===== src/rtl/streaming_hash_core_if.sv =====
// Word-in / digest-out handshake bundle for streaming_hash_core.
// The master side feeds message words and takes digests; the slave side is the core.
interface streaming_hash_core_if #(
    parameter int unsigned DATA_W = 8,
    parameter int unsigned HASH_W = 32
);
    logic [DATA_W-1:0] in_data;
    logic              in_valid;
    logic              in_last;
    logic              in_ready;
    logic [HASH_W-1:0] hash_out;
    logic              out_valid;
    logic              out_ready;

    modport master (
        output in_data, in_valid, in_last, out_ready,
        input  in_ready, hash_out, out_valid
    );

    modport slave (
        input  in_data, in_valid, in_last, out_ready,
        output in_ready, hash_out, out_valid
    );
endinterface


===== src/rtl/streaming_hash_core.sv =====
// Streaming hash: absorbs framed DATA_W-bit words into rotating lanes of a HASH_W state,
// applies a length-finalisation round, then holds the digest until the consumer takes it.
module streaming_hash_core #(
    parameter int unsigned       DATA_W = 8,
    parameter int unsigned       HASH_W = 32,
    parameter logic [HASH_W-1:0] SEED   = 32'h4242_4242,
    parameter int unsigned       LEN_W  = 16
) (
    input logic                 clk,
    input logic                 rst,
    input logic                 clear,
    streaming_hash_core_if.slave bus
);
    localparam int unsigned LANES  = HASH_W / DATA_W;
    localparam int unsigned LANE_W = (LANES > 1) ? $clog2(LANES) : 1;

    typedef enum logic [1:0] {
        S_ABSORB,
        S_FINAL,
        S_DONE
    } state_t;

    state_t             state_q, state_d;
    logic [HASH_W-1:0]  h_q, h_d;
    logic [LANE_W-1:0]  lane_q, lane_d;
    logic [LEN_W-1:0]   cnt_q, cnt_d;

    // Rotating left by half the width is just a swap of the two halves.
    function automatic logic [HASH_W-1:0] mix(input logic [HASH_W-1:0] m);
        return m ^ {m[HASH_W/2-1:0], m[HASH_W-1:HASH_W/2]};
    endfunction

    always_comb begin
        state_d = state_q;
        h_d     = h_q;
        lane_d  = lane_q;
        cnt_d   = cnt_q;
        case (state_q)
            S_ABSORB: begin
                if (bus.in_valid) begin
                    h_d    = mix(h_q ^ (HASH_W'(bus.in_data) << (int'(lane_q) * DATA_W)));
                    lane_d = (lane_q == LANE_W'(LANES - 1)) ? '0 : lane_q + LANE_W'(1);
                    cnt_d  = cnt_q + LEN_W'(1);
                    if (bus.in_last) begin
                        state_d = S_FINAL;
                    end
                end
            end
            S_FINAL: begin
                h_d     = mix(h_q ^ HASH_W'(cnt_q));
                state_d = S_DONE;
            end
            S_DONE: begin
                if (bus.out_ready) begin
                    h_d     = SEED;
                    lane_d  = '0;
                    cnt_d   = '0;
                    state_d = S_ABSORB;
                end
            end
            default: begin
                state_d = S_ABSORB;
            end
        endcase
    end

    always_ff @(posedge clk) begin
        if (rst || clear) begin
            state_q <= S_ABSORB;
            h_q     <= SEED;
            lane_q  <= '0;
            cnt_q   <= '0;
        end else begin
            state_q <= state_d;
            h_q     <= h_d;
            lane_q  <= lane_d;
            cnt_q   <= cnt_d;
        end
    end

    assign bus.in_ready  = (state_q == S_ABSORB);
    assign bus.out_valid = (state_q == S_DONE);
    assign bus.hash_out  = h_q;
endmodule


===== src/flat_wrapper.sv =====
// flat-port wrapper written by rule: the top's interface ports become plain ports
module streaming_hash_core_flat 
#(
    parameter int unsigned       DATA_W = 8,
    parameter int unsigned       HASH_W = 32,
    parameter logic [HASH_W-1:0] SEED   = 32'h4242_4242,
    parameter int unsigned       LEN_W  = 16
)
  (clk, rst, clear, bus_in_data, bus_in_valid, bus_in_last, bus_out_ready, bus_in_ready, bus_hash_out, bus_out_valid);
  streaming_hash_core_if #(.DATA_W(DATA_W), .HASH_W(HASH_W)) bus_i ();
  input logic clk;
  input logic rst;
  input logic clear;
  input wire logic [$bits(bus_i.in_data)-1:0] bus_in_data;
  input wire logic [$bits(bus_i.in_valid)-1:0] bus_in_valid;
  input wire logic [$bits(bus_i.in_last)-1:0] bus_in_last;
  input wire logic [$bits(bus_i.out_ready)-1:0] bus_out_ready;
  output wire logic [$bits(bus_i.in_ready)-1:0] bus_in_ready;
  output wire logic [$bits(bus_i.hash_out)-1:0] bus_hash_out;
  output wire logic [$bits(bus_i.out_valid)-1:0] bus_out_valid;
  assign bus_i.in_data = bus_in_data;
  assign bus_i.in_valid = bus_in_valid;
  assign bus_i.in_last = bus_in_last;
  assign bus_i.out_ready = bus_out_ready;
  assign bus_in_ready = bus_i.in_ready;
  assign bus_hash_out = bus_i.hash_out;
  assign bus_out_valid = bus_i.out_valid;
  streaming_hash_core #(.DATA_W(DATA_W), .HASH_W(HASH_W), .SEED(SEED), .LEN_W(LEN_W)) u_core (.clk(clk), .rst(rst), .clear(clear), .bus(bus_i));
endmodule

===== config.mk =====
export PLATFORM = sky130hd
export DESIGN_NAME = streaming_hash_core_flat
export DESIGN_NICKNAME = d
export VERILOG_FILES = /design/src/rtl/streaming_hash_core_if.sv /design/src/rtl/streaming_hash_core.sv /design/src/flat_wrapper.sv
export SDC_FILE = /design/constraint.sdc
export NUM_CORES = 1
export LEC_CHECK = 0
export CAP_MARGIN = 5
export CELL_PAD_IN_SITES_DETAIL_PLACEMENT = 0
export CELL_PAD_IN_SITES_GLOBAL_PLACEMENT = 1
export CORE_ASPECT_RATIO = 0.6
export CORE_MARGIN = 8
export CORE_UTILIZATION = 36
export DETAILED_ROUTE_END_ITERATION = 10
export GPL_TIMING_DRIVEN = 0
export PLACE_DENSITY = 0.79
export SYNTH_ARGS = -nofsm -noshare
export SYNTH_HDL_FRONTEND = slang
export SYNTH_SLANG_ARGS = --single-unit

===== constraint.sdc =====
create_clock -name clk -period 2.2 [get_ports clk]
set_input_delay 0.55 -clock clk [delete_from_list [all_inputs] [get_ports clk]]
set_output_delay 0.55 -clock clk [all_outputs]
set_load 0.02 [all_outputs]

After elaboration in Yosys (flattened, before gate mapping)
Index checks and enable logic that the tools add are counted.
{"block": "word_totals", "input_bits": 14, "output_inout_bits": 34, "wordCells": 37, "register_bits": 52}
{"block": "classes", "bitwise_logic": 4, "shifts": 1, "n_addsub": 2, "eq_ne": 6, "n_mux": 13, "n_reduce_logical": 7}
{"operator": "one-hot mux 32 bit (3 select lines)", "n": 1}
{"operator": "bitwise XOR 32 bit", "n": 3}
{"operator": "2-to-1 mux 32 bit", "n": 2}
{"operator": "2-to-1 mux 16 bit", "n": 2}
{"operator": "one-hot mux 16 bit (2 select lines)", "n": 1}
{"operator": "left shift 8 x 5 -> 32 bit", "n": 1}
{"operator": "bitwise XOR 32 x 16 -> 32 bit", "n": 1}
{"operator": "adder 16 x 1 -> 16 bit (second input constant)", "n": 1}
{"operator": "2-to-1 mux 2 bit", "n": 5}
{"operator": "AND reduction 3 bit", "n": 3}
{"operator": "!= test 2 bit (second input constant)", "n": 3}
{"operator": "one-hot mux 2 bit (3 select lines)", "n": 1}
{"operator": "== test 2 bit (second input constant)", "n": 2}
{"operator": "one-hot mux 2 bit (2 select lines)", "n": 1}
{"operator": "nonzero test 3 bit", "n": 1}
{"operator": "adder 2 x 1 -> 2 bit (second input constant)", "n": 1}
{"operator": "== test 2 x 1 -> 1 bit (second input constant)", "n": 1}
{"operator": "zero test 2 bit", "n": 1}
{"operator": "nonzero test 2 bit", "n": 1}
{"operator": "logical OR 1 bit", "n": 1}

Logic depth before layout (Yosys ltp)
{"block": "logic_depth", "ltp_word": 5, "depth_mapped": 9, "mapped_depth_nobuf": 6}

Least setup slack after synthesis
OpenSTA, ideal clock, no wires.
{"block": "synth_timing", "path_type": "register -> register", "from": "register u_core.state_q[0]", "to": "register u_core.h_q[28], in the netlist u_core.bus.hash_out[28]", "setup_ns": 0.086, "setup_slack_ns": 0.312, "path_buffers": 2, "period_less_slack_ns": 1.888, "path_stages_with_launch": 8, "required_time_ns": 2.114, "arrival_time_ns": 1.803, "path_cell_list": "dfxtp_1 inv_1 ha_1 mux2_2 and2_1 buf_2 buf_1 a211oi_1"}
{"block": "synth_between", "elab_chain_cells": 3, "elab_cells_between_ends": 8, "classes_between": "eq/ne: 4; mux: 1; reduce/logical: 3"}
{"item": "start, declared", "line": "streaming_hash_core.sv:23", "rtl": "state_t state_q, state_d;"}
{"item": "start signal, assigned", "line": "streaming_hash_core.sv:74", "rtl": "state_q <= state_d;"}
{"item": "zero test 2 bit *"}
{"item": "via bus_in_ready", "line": "flat_wrapper.sv:18", "rtl": "output wire logic [$bits(bus_i.in_ready)-1:0] bus_in_ready;"}
{"item": "!= test 2 bit (no line) / nonzero test 3 bit (equally long branches)"}
{"item": "AND reduction 3 bit (no line)"}
{"item": "end signal, assigned", "line": "streaming_hash_core.sv:70", "rtl": "h_q <= SEED;"}
{"item": "end signal, assigned", "line": "streaming_hash_core.sv:75", "rtl": "h_q <= h_d;"}
{"item": "end, declared", "line": "streaming_hash_core.sv:24", "rtl": "logic [HASH_W-1:0] h_q, h_d;"}
The timed path passes the listed nets; every way through them passes the cells marked *.
A chain may end at the register's enable or synchronous reset.

Final worst setup path
{"block": "layout_timing", "from": "input clear", "to": "register u_core.cnt_q[14]"}
{"block": "layout_between", "elab_chain_cells": 1}
{"item": "start, declared", "line": "flat_wrapper.sv:13", "rtl": "input logic clear;"}
{"item": "logical OR 1 bit", "line": "streaming_hash_core.sv:68", "rtl": "if (rst || clear) begin"}
{"item": "end signal, assigned", "line": "streaming_hash_core.sv:77", "rtl": "cnt_q <= cnt_d;"}
{"item": "end, declared", "line": "streaming_hash_core.sv:26", "rtl": "logic [LEN_W-1:0] cnt_q, cnt_d;"}
No other way between the ends.

==> results.ini <==
[detailed_routing]
routedWlPerCell_um=16.2
drc=0
initialDrtViolationCount=75
wl_um=5480
drt_first_pass_iters=4
ant_nets=0
routed-via-count=1816
vias_per_cell=5.36

[die]
dieArea_um2=7810
initial_core_util_pct=37.1
std_cell_rows=20
die_y_um=71.7
ios=48
die_w_um=109
core_um2=5030

[run_status]
outcome=finished clean

[yosys]
yosysTopAreaCell=dfxtp_1
synth_enable_flop_cells=0
synth_seq_cells=36
synthTopCellsByArea=dfxtp_1 (39%), buf_4 (6.4%), a32oi_1 (5.6%)
synth_area_um2=1860
synth_cell_types=38
yosysSeqAreaShare_pct=38.7
synth_ff_type=dfxtp_1
async_flop_share_pct=0
synth_top_area_share_pct=38.7
netlist_instances=217
syn_avg_cell_area_um2=8.59
syn_nets=236
yosysWarnings=0

[placement]
place.gp.congestion=0.813
dp_hpwl_um=4350
dp.cells=330
port-buffer-count=47

[cells_and_area]
finalNonFillerCells=339
antenna_cells=0
fill_cells=501
drive_above_1_share_pct=13.9
areaGrowthSynthToFinish_pct=36.0
utilization_pct=50.4
multi_input_area_um2=955
seqCellArea_um2=721
nets=292

[timing]
max_freq_mhz=479
timing.final.crit_share_pct=94.8
whs_ns=0.469
period_needed_ns=2.09
setup_viol=0
tightest_slew_ns=0.518
slew_violations=0
rsz0062_at_grt=no
hold_viol=0
maxSlewHeadroom_pct=65.3
fin_skew_ns=0.00643

[power_and_ir_drop]
leakagePower_nw=0.973
ir_drop_uv=247
power_mw=1.42
power_density_nw_per_um2=561

[grt]
antenna_found_initial=0
grt_usage_pct=14.2
overflow=0
grt_start_max_net_pins=11
grt_pass1_vias=1644
grt_pass1_wl_um=8790

[clocking]
cts_tree=built
cts_root_buffer=clkbuf_8
hold_buffers=0
htreeDepth=2
clk-insertion-delay-late_ns=0.28
clkSlewWorstSetupHoldPaths_ns=0.07
cts_buffers=5
clockBufferDepth=2
cts_sinks=36

[critical_path]
path_class=primary input to flop
critPathMaxFanout=9
cp.arrival_ns=2.32
crit_path_end_kind=flop
reg2reg_depth=8
cp.required_ns=2.43
critPathLaunchType=primary input

[worst_hold_path]
hp-class=flop to flop
hold_depth=2

[flow_run]
cap_violations=0

-- cell usage after synthesis, types with 2 or more instances --
master and number:
a211oi_1 12, a21o_1 4, a21oi_1 13, a221oi_1 4
a32oi_1 12, and3_1 2, buf_1 2, buf_2 4
buf_4 16, clkbuf_1 7, dfxtp_1 36, ha_1 5
inv_1 4, mux2_2 2, nand2_1 11, nand2b_1 2
nand3_1 6, nand3b_1 2, nand4_1 5, nor2_1 24
nor2b_1 2, o211ai_1 2, o21ai_0 11, o31ai_1 2
or3_1 6, or4_1 5, xor2_1 5
-- through the flow --
stage	cell area, um^2	setup WS (ns)	TNS (ns)
final	2530	0.113	0
after global routing	2530	0.00689	0
after CTS	2510	0.0274	0
after detailed placement	2420	-0.249	-3.36
after global placement	2420	-0.201	-3.01
after floorplan	1860	0.312	0
-- per-layer routing --
| layer | GRT usage [%] | up-vias | part of all wire, % |
|---|---|---|---|
| met2 | 19.3 | 35 | 41 |
| met5 | 0 | - | 0 |
| met4 | 2.71 | 0 | 0.47 |
| li1 | - | 902 | - |
| met1 | 21.3 | 874 | 53 |
| met3 | 3.85 | 5 | 5.7 |
-- worst max-delay path, cell delays in order --
cell,delay (ns)
clkdlybuf4s50_1,0.41
or2_0,0.22
clkbuf_1,0.23
a31o_2,0.34
or4_1,0.50
nand2_1,0.07
-- logic make-up (layout without fill, tap and decap cells) --
| group | Yosys count | in the layout | synth area share, % |
|---|---|---|---|
| AND/OR/NAND/NOR | 72 | 72 | 20.4 |
| AO/OA/AOI/OAI | 63 | 63 | 23.4 |
| flip-flops | 36 | 36 | 38.7 |
| buffers and inverters | 33 | 89 | 10.1 |
| adder cells (fa/ha/maj) | 5 | 5 | 3.36 |
| XOR/XNOR | 5 | 5 | 2.35 |
| multiplexers | 3 | 3 | 1.74 |
-- flip-flops by register name, indices dropped and copies added, names as in the netlist --
register	flops
u_core.bus.hash_out	16
u_core.cnt_q	16
u_core.lane_q	2
u_core.state_q	2
-- worst paths after layout --
kind / startpoint / endpoint / slack (ns)
setup reg to reg: u_core.state_q[0]$_SDFFE_PP0P_ / u_core.bus.hash_out[26]$_SDFFE_PP0P_ / 0.16
hold / removal: u_core.lane_q[1]$_SDFFE_PP0P_ / u_core.lane_q[1]$_SDFFE_PP0P_ / 0.47
setup / recovery: clear / u_core.cnt_q[14]$_SDFFE_PP0P_ / 0.11
hold reg to reg: u_core.lane_q[1]$_SDFFE_PP0P_ / u_core.lane_q[1]$_SDFFE_PP0P_ / 0.47
-- what timing repair did --
| action | in CTS | in global routing |
|---|---|---|
| pin swaps | 0 | 1 |
| buffers inserted | 0 | 2 |
| gates resized for setup | 1 | 6 |
| setup endpoints to repair | 1 | 17 |
-- cells in the final DEF (no fill, tap or decap), drive strengths merged, types with 4 or more instances in the layout --
cell           instances
ha                     5
a21oi                 13
o21ai                 11
nor2                  24
buf                   23
nand2                 11
a211oi                12
or3                    7
inv                    4
or4                    5
a32oi                 12
a21o                   4
clkbuf                15
dfxtp                 36
a221oi                 4
xor2                   5
nand3                  6
nand4                  6
clkdlybuf4s50         45
-- power breakdown --
| part | switching (mW) | internal (mW) |
|---|---|---|
| Combinational | 0.125 | 0.112 |
| Sequential | 0.0131 | 0.668 |
| Clock | 0.226 | 0.279 |
-- cell type report --
class / instances / area share, %
multi-input combinational: 148 / 37.7
sequential: 36 / 28.4
timing repair buffer: 49 / 19.2
buffer: 29 / 7.06
clock buffer: 7 / 3.80
tap: 66 / 3.26
inverter: 4 / 0.592
Power figures use the tool's default switching activity.
